<file path="config.mk">
export PLATFORM = sky130hd
export DESIGN_NAME = fft_frame_packetizer
export DESIGN_NICKNAME = d
export VERILOG_FILES = /design/src/rtl/fft_frame_packetizer.sv
export SDC_FILE = /design/constraint.sdc
export NUM_CORES = 1
export LEC_CHECK = 0
export CORE_MARGIN = 1
export CORE_UTILIZATION = 36
export DETAILED_ROUTE_END_ITERATION = 8
export PLACE_DENSITY = 0.71
export SLEW_MARGIN = 5
export SYNTH_ARGS = -nofsm -noshare
export SYNTH_HDL_FRONTEND = slang
export SYNTH_SLANG_ARGS = --single-unit
export TNS_END_PERCENT = 10
</file>
<file path="constraint.sdc">
create_clock -name clk -period 4 [get_ports clk]
set_input_delay 0.8 -clock clk [delete_from_list [all_inputs] [get_ports clk]]
set_output_delay 0.8 -clock clk [all_outputs]
set_load 0.03 [all_outputs]
</file>
<file path="src/rtl/fft_frame_packetizer.sv">
// fft_frame_packetizer: frames a raw valid/ready sample stream into FRAME_LEN-sample Avalon-ST packets, zero-padding on flush.
// Ports: clk, reset_n (sync, active-low); in_valid/in_ready/in_data sink from FIFO;
//        out_valid/out_ready/out_data/out_sop/out_eop source to FFT core;
//        flush closes a partial frame; pad_active is high while pad words are generated.
// Option: define FFT_FRAME_PACKETIZER_FRAME_CNT_EN to add frame_count[15:0], counting eop words accepted downstream.
module fft_frame_packetizer #(
    parameter int DATA_WIDTH = 36,
    parameter int FRAME_LEN  = 64,
    parameter int IDX_WIDTH  = 6
) (
    input  logic                  clk,
    input  logic                  reset_n,
    output logic                  in_ready,
    input  logic                  in_valid,
    input  logic [DATA_WIDTH-1:0] in_data,
    input  logic                  out_ready,
    output logic                  out_valid,
    output logic [DATA_WIDTH-1:0] out_data,
    output logic                  out_sop,
    output logic                  out_eop,
    input  logic                  flush,
    output logic                  pad_active
`ifdef FFT_FRAME_PACKETIZER_FRAME_CNT_EN
   ,output logic [15:0]           frame_count
`endif
);
    typedef enum logic {STREAM, PAD} state_t;
    state_t                state_q, state_d;
    logic [IDX_WIDTH-1:0]  idx_q, idx_d;
    logic [DATA_WIDTH-1:0] data_q, data_d;
    logic                  vld_q, vld_d, sop_q, sop_d, eop_q, eop_d;
    logic                  ld, last, acc;
    // The output register may be reloaded when empty or when its word is taken this cycle.
    assign ld         = !vld_q || out_ready;
    // Compare at integer width so FRAME_LEN == 2**IDX_WIDTH is handled without truncation.
    assign last       = int'(idx_q) == FRAME_LEN - 1;
    assign in_ready   = (state_q == STREAM) && ld;
    assign acc        = in_valid && in_ready;
    assign pad_active = state_q == PAD;
    assign out_valid  = vld_q;
    assign out_data   = data_q;
    assign out_sop    = sop_q;
    assign out_eop    = eop_q;
    always_comb begin
        state_d = state_q;
        idx_d   = idx_q;
        data_d  = data_q;
        vld_d   = vld_q;
        sop_d   = sop_q;
        eop_d   = eop_q;
        if (state_q == STREAM) begin
            if (acc) begin
                vld_d   = 1'b1;
                data_d  = in_data;
                sop_d   = idx_q == '0;
                eop_d   = last;
                idx_d   = last ? '0 : idx_q + 1'b1;
                // A flush arriving with the eop sample is absorbed: the frame is already complete.
                state_d = (flush && !last) ? PAD : STREAM;
            end else begin
                vld_d   = ld ? 1'b0 : vld_q;
                state_d = (flush && idx_q != '0) ? PAD : STREAM;
            end
        end else if (ld) begin
            vld_d   = 1'b1;
            data_d  = '0;
            sop_d   = 1'b0;
            eop_d   = last;
            idx_d   = last ? '0 : idx_q + 1'b1;
            state_d = last ? STREAM : PAD;
        end
    end
    always_ff @(posedge clk) begin
        if (!reset_n) begin
            state_q <= STREAM;
            idx_q   <= '0;
            data_q  <= '0;
            vld_q   <= 1'b0;
            sop_q   <= 1'b0;
            eop_q   <= 1'b0;
        end else begin
            state_q <= state_d;
            idx_q   <= idx_d;
            data_q  <= data_d;
            vld_q   <= vld_d;
            sop_q   <= sop_d;
            eop_q   <= eop_d;
        end
    end
`ifdef FFT_FRAME_PACKETIZER_FRAME_CNT_EN
    logic [15:0] fc_q;
    always_ff @(posedge clk) begin
        if (!reset_n)
            fc_q <= '0;
        else if (vld_q && out_ready && eop_q)
            fc_q <= fc_q + 16'd1;
    end
    assign frame_count = fc_q;
`endif
endmodule
</file>
After elaboration in Yosys (flattened, before gate mapping)
Cells that the tools add are included.
W data, S select, Z words.
{"block": "word_totals", "ff_bits": 46, "inputBits": 41, "word_cells": 45}
{"block": "classes", "n_addsub": 1, "n_eq_ne": 2, "mux": 22, "bitwise_logic": 1, "n_reduce_logical": 13}
{"cell": "$mux W36", "count": 3}
{"cell": "$mux W6", "count": 4}
{"cell": "$mux W1", "count": 15}
{"cell": "$add A6 B1 Y6 const B", "count": 1}
{"cell": "$eq A6 B1 Y1 const B", "count": 1}
{"cell": "$logic_not A6 Y1", "count": 1}
{"cell": "$reduce_bool A6 Y1", "count": 1}
{"cell": "$logic_and A1 B1 Y1", "count": 4}
{"cell": "$reduce_and A2 Y1", "count": 2}
{"cell": "$reduce_bool A2 Y1", "count": 2}
{"cell": "$logic_not A1 Y1", "count": 2}
{"cell": "$ne A2 B1 Y1 const B", "count": 1}
{"cell": "$logic_or A1 B1 Y1", "count": 1}
{"cell": "$not A1 Y1", "count": 1}

Logic depth before layout (Yosys ltp)
Gate-level depths: netlist of the first run.
{"block": "depth", "depth_word": 6, "ltp_mapped": 7, "mapped_depth_nobuf": 5}

Worst setup path before layout of the first run
OpenSTA, ideal clock, no wires.
{"block": "synth_path", "path_type": "input-to-output", "start": "input port out_ready", "end": "output port in_ready", "t_arrival_ps": 1362, "t_required_ps": 3200, "path_slack_ps": 1838, "stages": 3, "path_buffers": 1, "cell_sequence": "nor2b_1 buf_6 nor2_1"}
{"block": "synth_via", "elab_chain_cells": 2}
{"item": "start: declaration", "line": "16", "text": "input logic out_ready,"}
{"item": "$logic_or A1 B1 Y1", "line": "34", "text": "assign ld = !vld_q || out_ready;"}
{"item": "$logic_and A1 B1 Y1", "line": "37", "text": "assign in_ready = (state_q == STREAM) && ld;"}
{"item": "end: declaration", "line": "13", "text": "output logic in_ready,"}
No other way between the ends.

Worst setup path in the final report of the first run
Same ends and word-level chain as after synthesis.

==> results of run 1 <==
-- registers in the layout (all words and copies together) (netlist names) --
name and cells:
out_sop 1, idx_q 6, out_valid 1, out_eop 1
pad_active 1, out_data 36
-- critical path: stages --
cell and delay, ns:
clkdlybuf4s50_1 0.40, nor2b_1 0.47, nor2_1 0.08, clkdlybuf4s50_1 0.61
-- per-stage QoR --
step                      std cells  cell area, um^2  utilization  setup slack, ns
after floorplan                 178             1830            -             1.84
after global placement          316             2650        0.549            0.852
after detailed placement        316             2650        0.549            0.844
after CTS                       322             2730        0.566            0.835
after global routing            322             2730        0.566            0.737
final                           322             2730        0.566            0.840
-- cell families (layout without fill, tap and decap cells) --
family / Yosys count / count (layout) / synth area share
AO/OA/AOI/OAI: 46 / 46 / 0.187
buffers and inverters: 17 / 94 / 0.0704
XOR/XNOR: 3 / 3 / 0.0143
flip-flops: 46 / 46 / 0.503
adder cells (fa/ha/maj): 2 / 2 / 0.0137
AND/OR/NAND/NOR: 64 / 64 / 0.212
-- cell usage in the layout (no fill, tap or decap), drive strengths merged --
cell / netlist / layout
o21ai: 2 / 2
clkdlybuf4s50: 0 / 81
nand2: 6 / 6
clkbuf: 4 / 6
o211a: 1 / 1
xor2: 2 / 2
a21boi: 4 / 4
ha: 2 / 2
nand3: 5 / 5
nor2b: 37 / 37
or2: 2 / 2
nor3: 1 / 1
nor2: 4 / 4
xnor2: 1 / 1
and3: 2 / 2
a22oi: 36 / 36
a21oi: 2 / 2
nand4b: 1 / 1
buf: 10 / 4
nor3b: 2 / 2
nor4: 1 / 1
o31a: 1 / 1
nor4b: 1 / 1
and2: 2 / 2
inv: 3 / 3
dfxtp: 46 / 46
-- worst paths after layout --
path	from	endpoint	slack, ns	cells after the start
worst min-delay path	out_sop$_SDFFE_PN0P_	out_sop$_SDFFE_PN0P_	0.45	2
worst max-delay path	out_ready	in_ready	0.84	4
worst max register to register	out_valid$_SDFFE_PN0P_	out_data[4]$_SDFFE_PN0P_	1.84	5
worst min register to register	out_sop$_SDFFE_PN0P_	out_sop$_SDFFE_PN0P_	0.45	2
-- routing by layer --
| layer | wire length (um) | part of all wire | track usage | up-vias |
|---|---|---|---|---|
| met5 | 0 | 0 | 0 | - |
| met4 | 95 | 0.024 | 0.0833 | 0 |
| met3 | 300 | 0.076 | 0.0398 | 9 |
| met2 | 1650 | 0.42 | 0.236 | 59 |
| met1 | 1920 | 0.48 | 0.198 | 687 |
| li1 | - | - | - | 773 |
-- power breakdown --
group	internal (mW)	switching (mW)	total [mW]
Combinational	0.122	0.127	0.249
Sequential	0.486	0.0181	0.504
Clock	0.133	0.137	0.270
Total	0.741	0.282	1.02
-- final cells by class --
type,instances,area [um^2]
tap,67,83.8
timing repair buffer,85,841
sequential,46,921
clock buffer,6,82.6
multi-input combinational,115,788
inverter,3,11.3
fill,467,2090
==> flow_metrics.py, run 1 <==
metrics = {
    "clock_tree": {
        "cts_root_buf": "clkbuf_8",
        "cts_setup_buffers": 0,
        "cts_made_buffers": 5,
        "cts_tree": "done",
        "h-tree-depth": 2,
        "ctsResizeCount": 0,
        "clk_pin_slew_ns": 0.08,
        "cts_sinks": 46,
        "cts_hold_buf": 0,
        "cts_buffer_depth": 2,
        "clk_latency_ns": 0.29,
    },
    "synthesis": {
        "syn_inst": 178,
        "synth_edf_count": 0,
        "synthArstFlopShare": 0,
        "syn_area_mm2": 0.00183,
        "synth_area_leader_cell": "dfxtp_1",
        "synth.most_common_cell": "dfxtp_1",
        "syn_nets": 221,
        "synth-seq-area-share": 0.503,
        "synth.avg_cell_area_um2": 10.3,
        "ys.flop_type": "dfxtp_1",
        "synth_top_area_share": 0.503,
        "ys_types": 33,
        "ys_seq_elements": 46,
        "synth_area_leaders": "dfxtp_1 (50%), a22oi_1 (15%), nor2b_1 (13%)",
        "synth.top_cells.by_count": "dfxtp_1 (46), nor2b_1 (37), a22oi_1 (36)",
        "yosys_warnings": 0,
    },
    "status": {
        "status": "complete, no violations",
    },
    "place": {
        "io_buffers": 81,
        "hpwl_mm": 2.62,
        "gp_congestion": 0.756,
    },
    "power_and_ir_drop": {
        "ir_worst_vdd_mv": 0.184,
        "p_total_mw": 1.02,
        "p_per_area_mw_per_mm2": 375,
        "total_leakage_power_nw": 0.988,
    },
    "sta": {
        "hold-worst-slack_ns": 0.451,
        "fmax_ghz": 0.316,
        "rsz0062_at_grt": "false",
        "fin_crit_sh": 0.790,
        "setup_viol": 0,
        "clock-skew-final_ns": 0.00387,
        "tns_ns": 0,
        "worst_slew_pin_slew_ns": 0.837,
        "relSlewSlack": 0.442,
        "min_period_ns": 3.16,
        "drv_slew": 0,
        "hold_viol_final": 0,
    },
    "final_layout": {
        "diodes": 0,
        "drive_gt1_frac": 0.0549,
        "fin_nets": 299,
        "syn_to_final_growth_pct": 48.9,
    },
    "critical_path": {
        "cp-start-kind": "input pin",
        "cp.required_ns": 3.20,
        "critPathMaxFanout": 8,
        "end_kind": "output pin",
        "critPathKind": "input pin to output pin",
        "critPathArrivalTime_ns": 2.36,
    },
    "route": {
        "ant_nets": 0,
        "drt-initial-drc-count": 43,
        "routed_wl_mm": 3.96,
        "drc_errors": 0,
        "via_per_inst": 4.75,
        "firstDrtPassIters": 4,
        "vias": 1528,
        "wl_per_cell_um": 12.3,
    },
    "floorplan": {
        "die_w_um": 73.3,
        "core_mm2": 0.00482,
        "rows": 25,
        "die_area_mm2": 0.00538,
        "start_util": 0.380,
        "die_h_um": 73.3,
        "pin_count": 82,
    },
    "global_route": {
        "grt_max_degree": 46,
        "antenna_found_initial": 0,
        "grt_pass1_vias": 1389,
        "gr-total-overflow": 0,
        "grt_pass1_wl_mm": 6.38,
        "track_usage": 0.154,
    },
    "job": {
        "maxCapViolations": 0,
    },
    "min_path": {
        "hold_path_class": "flop to flop",
    },
}
(Power assumes the default switching activity.)
==> inputs of run 2 (changes only) <==
==> constraint.sdc (replaced) <==
create_clock -name clk -period 3.1 [get_ports clk]
set_input_delay 0.62 -clock clk [delete_from_list [all_inputs] [get_ports clk]]
set_output_delay 0.62 -clock clk [all_outputs]
set_load 0.03 [all_outputs]
==> flow_metrics.py, run 2 (synthesis results as in run 1) <==
metrics = {
    "status": {
        "status": "complete, no violations",
    },
    "floorplan": {
        "pin_count": 82,
        "die_h_um": 73.3,
        "rows": 25,
        "core_mm2": 0.00482,
        "die_w_um": 73.3,
        "start_util": 0.380,
        "die_area_mm2": 0.00538,
    },
    "critical_path": {
        "reg2reg_from": "out_valid$_SDFFE_PN0P_",
        "crit_buf_inv": 2,
        "critPathKind": "input pin to output pin",
        "end_kind": "output pin",
        "cp.required_ns": 2.48,
        "reg2reg_depth": 6,
        "cp-start-kind": "input pin",
        "critPathMostFrequentCell": "clkdlybuf4s50_1",
        "cp_top_family": "buffers and inverters",
        "critPathMaxFanout": 2,
        "rrSetupSlack_ns": 1.49,
        "critPathArrivalTime_ns": 1.89,
        "slowest_delay_ns": 0.68,
        "slowest_stage": "clkdlybuf4s50_1",
        "path_cells": "clkdlybuf4s50_1 > nor2b_1 > nor2_1 > clkdlybuf4s50_1",
        "reg2reg_to": "idx_q[0]$_SDFFE_PN0P_",
    },
    "final_layout": {
        "utilization": 0.570,
        "post-route-cell-area_mm2": 0.00274,
        "diodes": 0,
        "drive_gt1_frac": 0.0618,
        "fillers": 466,
        "multi_input_comb_area_um2": 788,
        "most-common-layout-cells": "clkdlybuf4s50_1 (81), dfxtp_1 (46), nor2b_1 (37)",
        "fin_nets": 302,
        "regArea_um2": 921,
        "final_common_cell": "clkdlybuf4s50_1",
        "largest_register_ffs": 36,
        "syn_to_final_growth_pct": 49.8,
    },
    "clock_tree": {
        "cts_made_buffers": 5,
        "cts_tree": "done",
        "h-tree-depth": 2,
        "clk_latency_ns": 0.29,
        "cts_root_buf": "clkbuf_8",
        "cts_setup_buffers": 0,
        "cts_hold_buf": 0,
        "ctsResizeCount": 0,
        "cts_sinks": 46,
        "clk_pin_slew_ns": 0.07,
        "cts_buffer_depth": 2,
    },
    "global_route": {
        "gr-total-overflow": 0,
        "antenna_found_initial": 0,
        "grt_max_degree": 32,
        "grt_pass1_vias": 1424,
        "grt_pass1_wl_mm": 6.38,
        "track_usage": 0.155,
    },
    "sta": {
        "min_period_ns": 2.51,
        "tns_ns": 0,
        "fin_crit_sh": 0.809,
        "setup_viol": 0,
        "fmax_ghz": 0.399,
        "drv_slew": 0,
        "worst_slack_ns": 0.591,
        "relSlewSlack": 0.355,
        "clock-skew-final_ns": 0.00296,
        "hold_viol_final": 0,
        "rsz0062_at_grt": "false",
        "worst_slew_pin_slew_ns": 0.965,
    },
    "min_path": {
        "hold_depth": 2,
        "hold_path_class": "flop to flop",
        "hold_start": "out_eop$_SDFFE_PN0P_",
        "hold_end": "out_eop$_SDFFE_PN0P_",
    },
    "place": {
        "post_dp_cell_area_mm2": 0.00267,
        "io_buffers": 81,
        "gp_congestion": 0.762,
        "pre_cts_slack_ns": 0.597,
        "hpwl_mm": 2.77,
    },
    "route": {
        "vias": 1551,
        "firstDrtPassIters": 4,
        "drt-initial-drc-count": 59,
        "wl_per_cell_um": 12.4,
        "routed_wl_mm": 4.03,
        "drc_errors": 0,
        "via_per_inst": 4.76,
        "ant_nets": 0,
    },
    "power_and_ir_drop": {
        "p_per_area_mw_per_mm2": 477,
        "total_leakage_power_nw": 0.998,
        "ir_worst_vdd_mv": 0.249,
    },
    "job": {
        "maxCapViolations": 0,
    },
}
## run 2: cell count changes in the layout (fill, tap and decap cells not counted)
cell      before  now
clkbuf_8       6    5
clkbuf_1       0    2
buf_4          4    7
## run 2: metrics by stage
step / hold slack [ns] / instances / power [mW]
6_report: 0.453 / 326 / 1.31
5_1_grt: 0.483 / 326 / 1.38
4_1_cts: 0.455 / 326 / 1.33
3_5_place_dp: 0.444 / 319 / 0.992
3_3_place_gp: 0.437 / 319 / 0.989
2_1_floorplan: 0.483 / 178 / 0.860
## run 2: where the power goes
part	leakage, nW	switching (mW)	internal, mW
Clock	0.0383	0.178	0.155
Sequential	0.377	0.0240	0.627
Combinational	0.583	0.164	0.161
## run 2: area by class of cell
class                   instances  area share
flip-flops and latches         46       0.336
repair buffers                 88       0.315
multi-input cells             115       0.287
well taps                      67      0.0306
clock buffers                   7      0.0278
inverters                       3     0.00410
## run 2: routing by layer
layer	GRT usage	wire (um)	up-vias	share of wire
li1	-	-	784	-
met1	0.191	1880	698	0.47
met2	0.248	1740	64	0.43
met3	0.0562	347	5	0.086
met4	0.0577	61	0	0.015
met5	0	0	-	0
## run 2: how the worst max path moves through the flow
| stage | start | endpoint | slack [ns] | cells after the start |
|---|---|---|---|---|
| final | out_ready | in_ready | 0.59 | 4 |
| after global routing | out_ready | in_ready | 0.49 | 4 |
| after CTS | out_ready | in_ready | 0.58 | 4 |
| after detailed placement | out_ready | in_ready | 0.60 | 4 |
| after global placement | out_ready | in_ready | 0.60 | 4 |
| after floorplan | out_ready | in_ready | 1.30 | 3 |
## run 2: tightest hold or removal path, cell delays in order (launching register included)
cell and delay [ns]:
dfxtp_1 0.31, nand2_1 0.05, a21boi_1 0.05
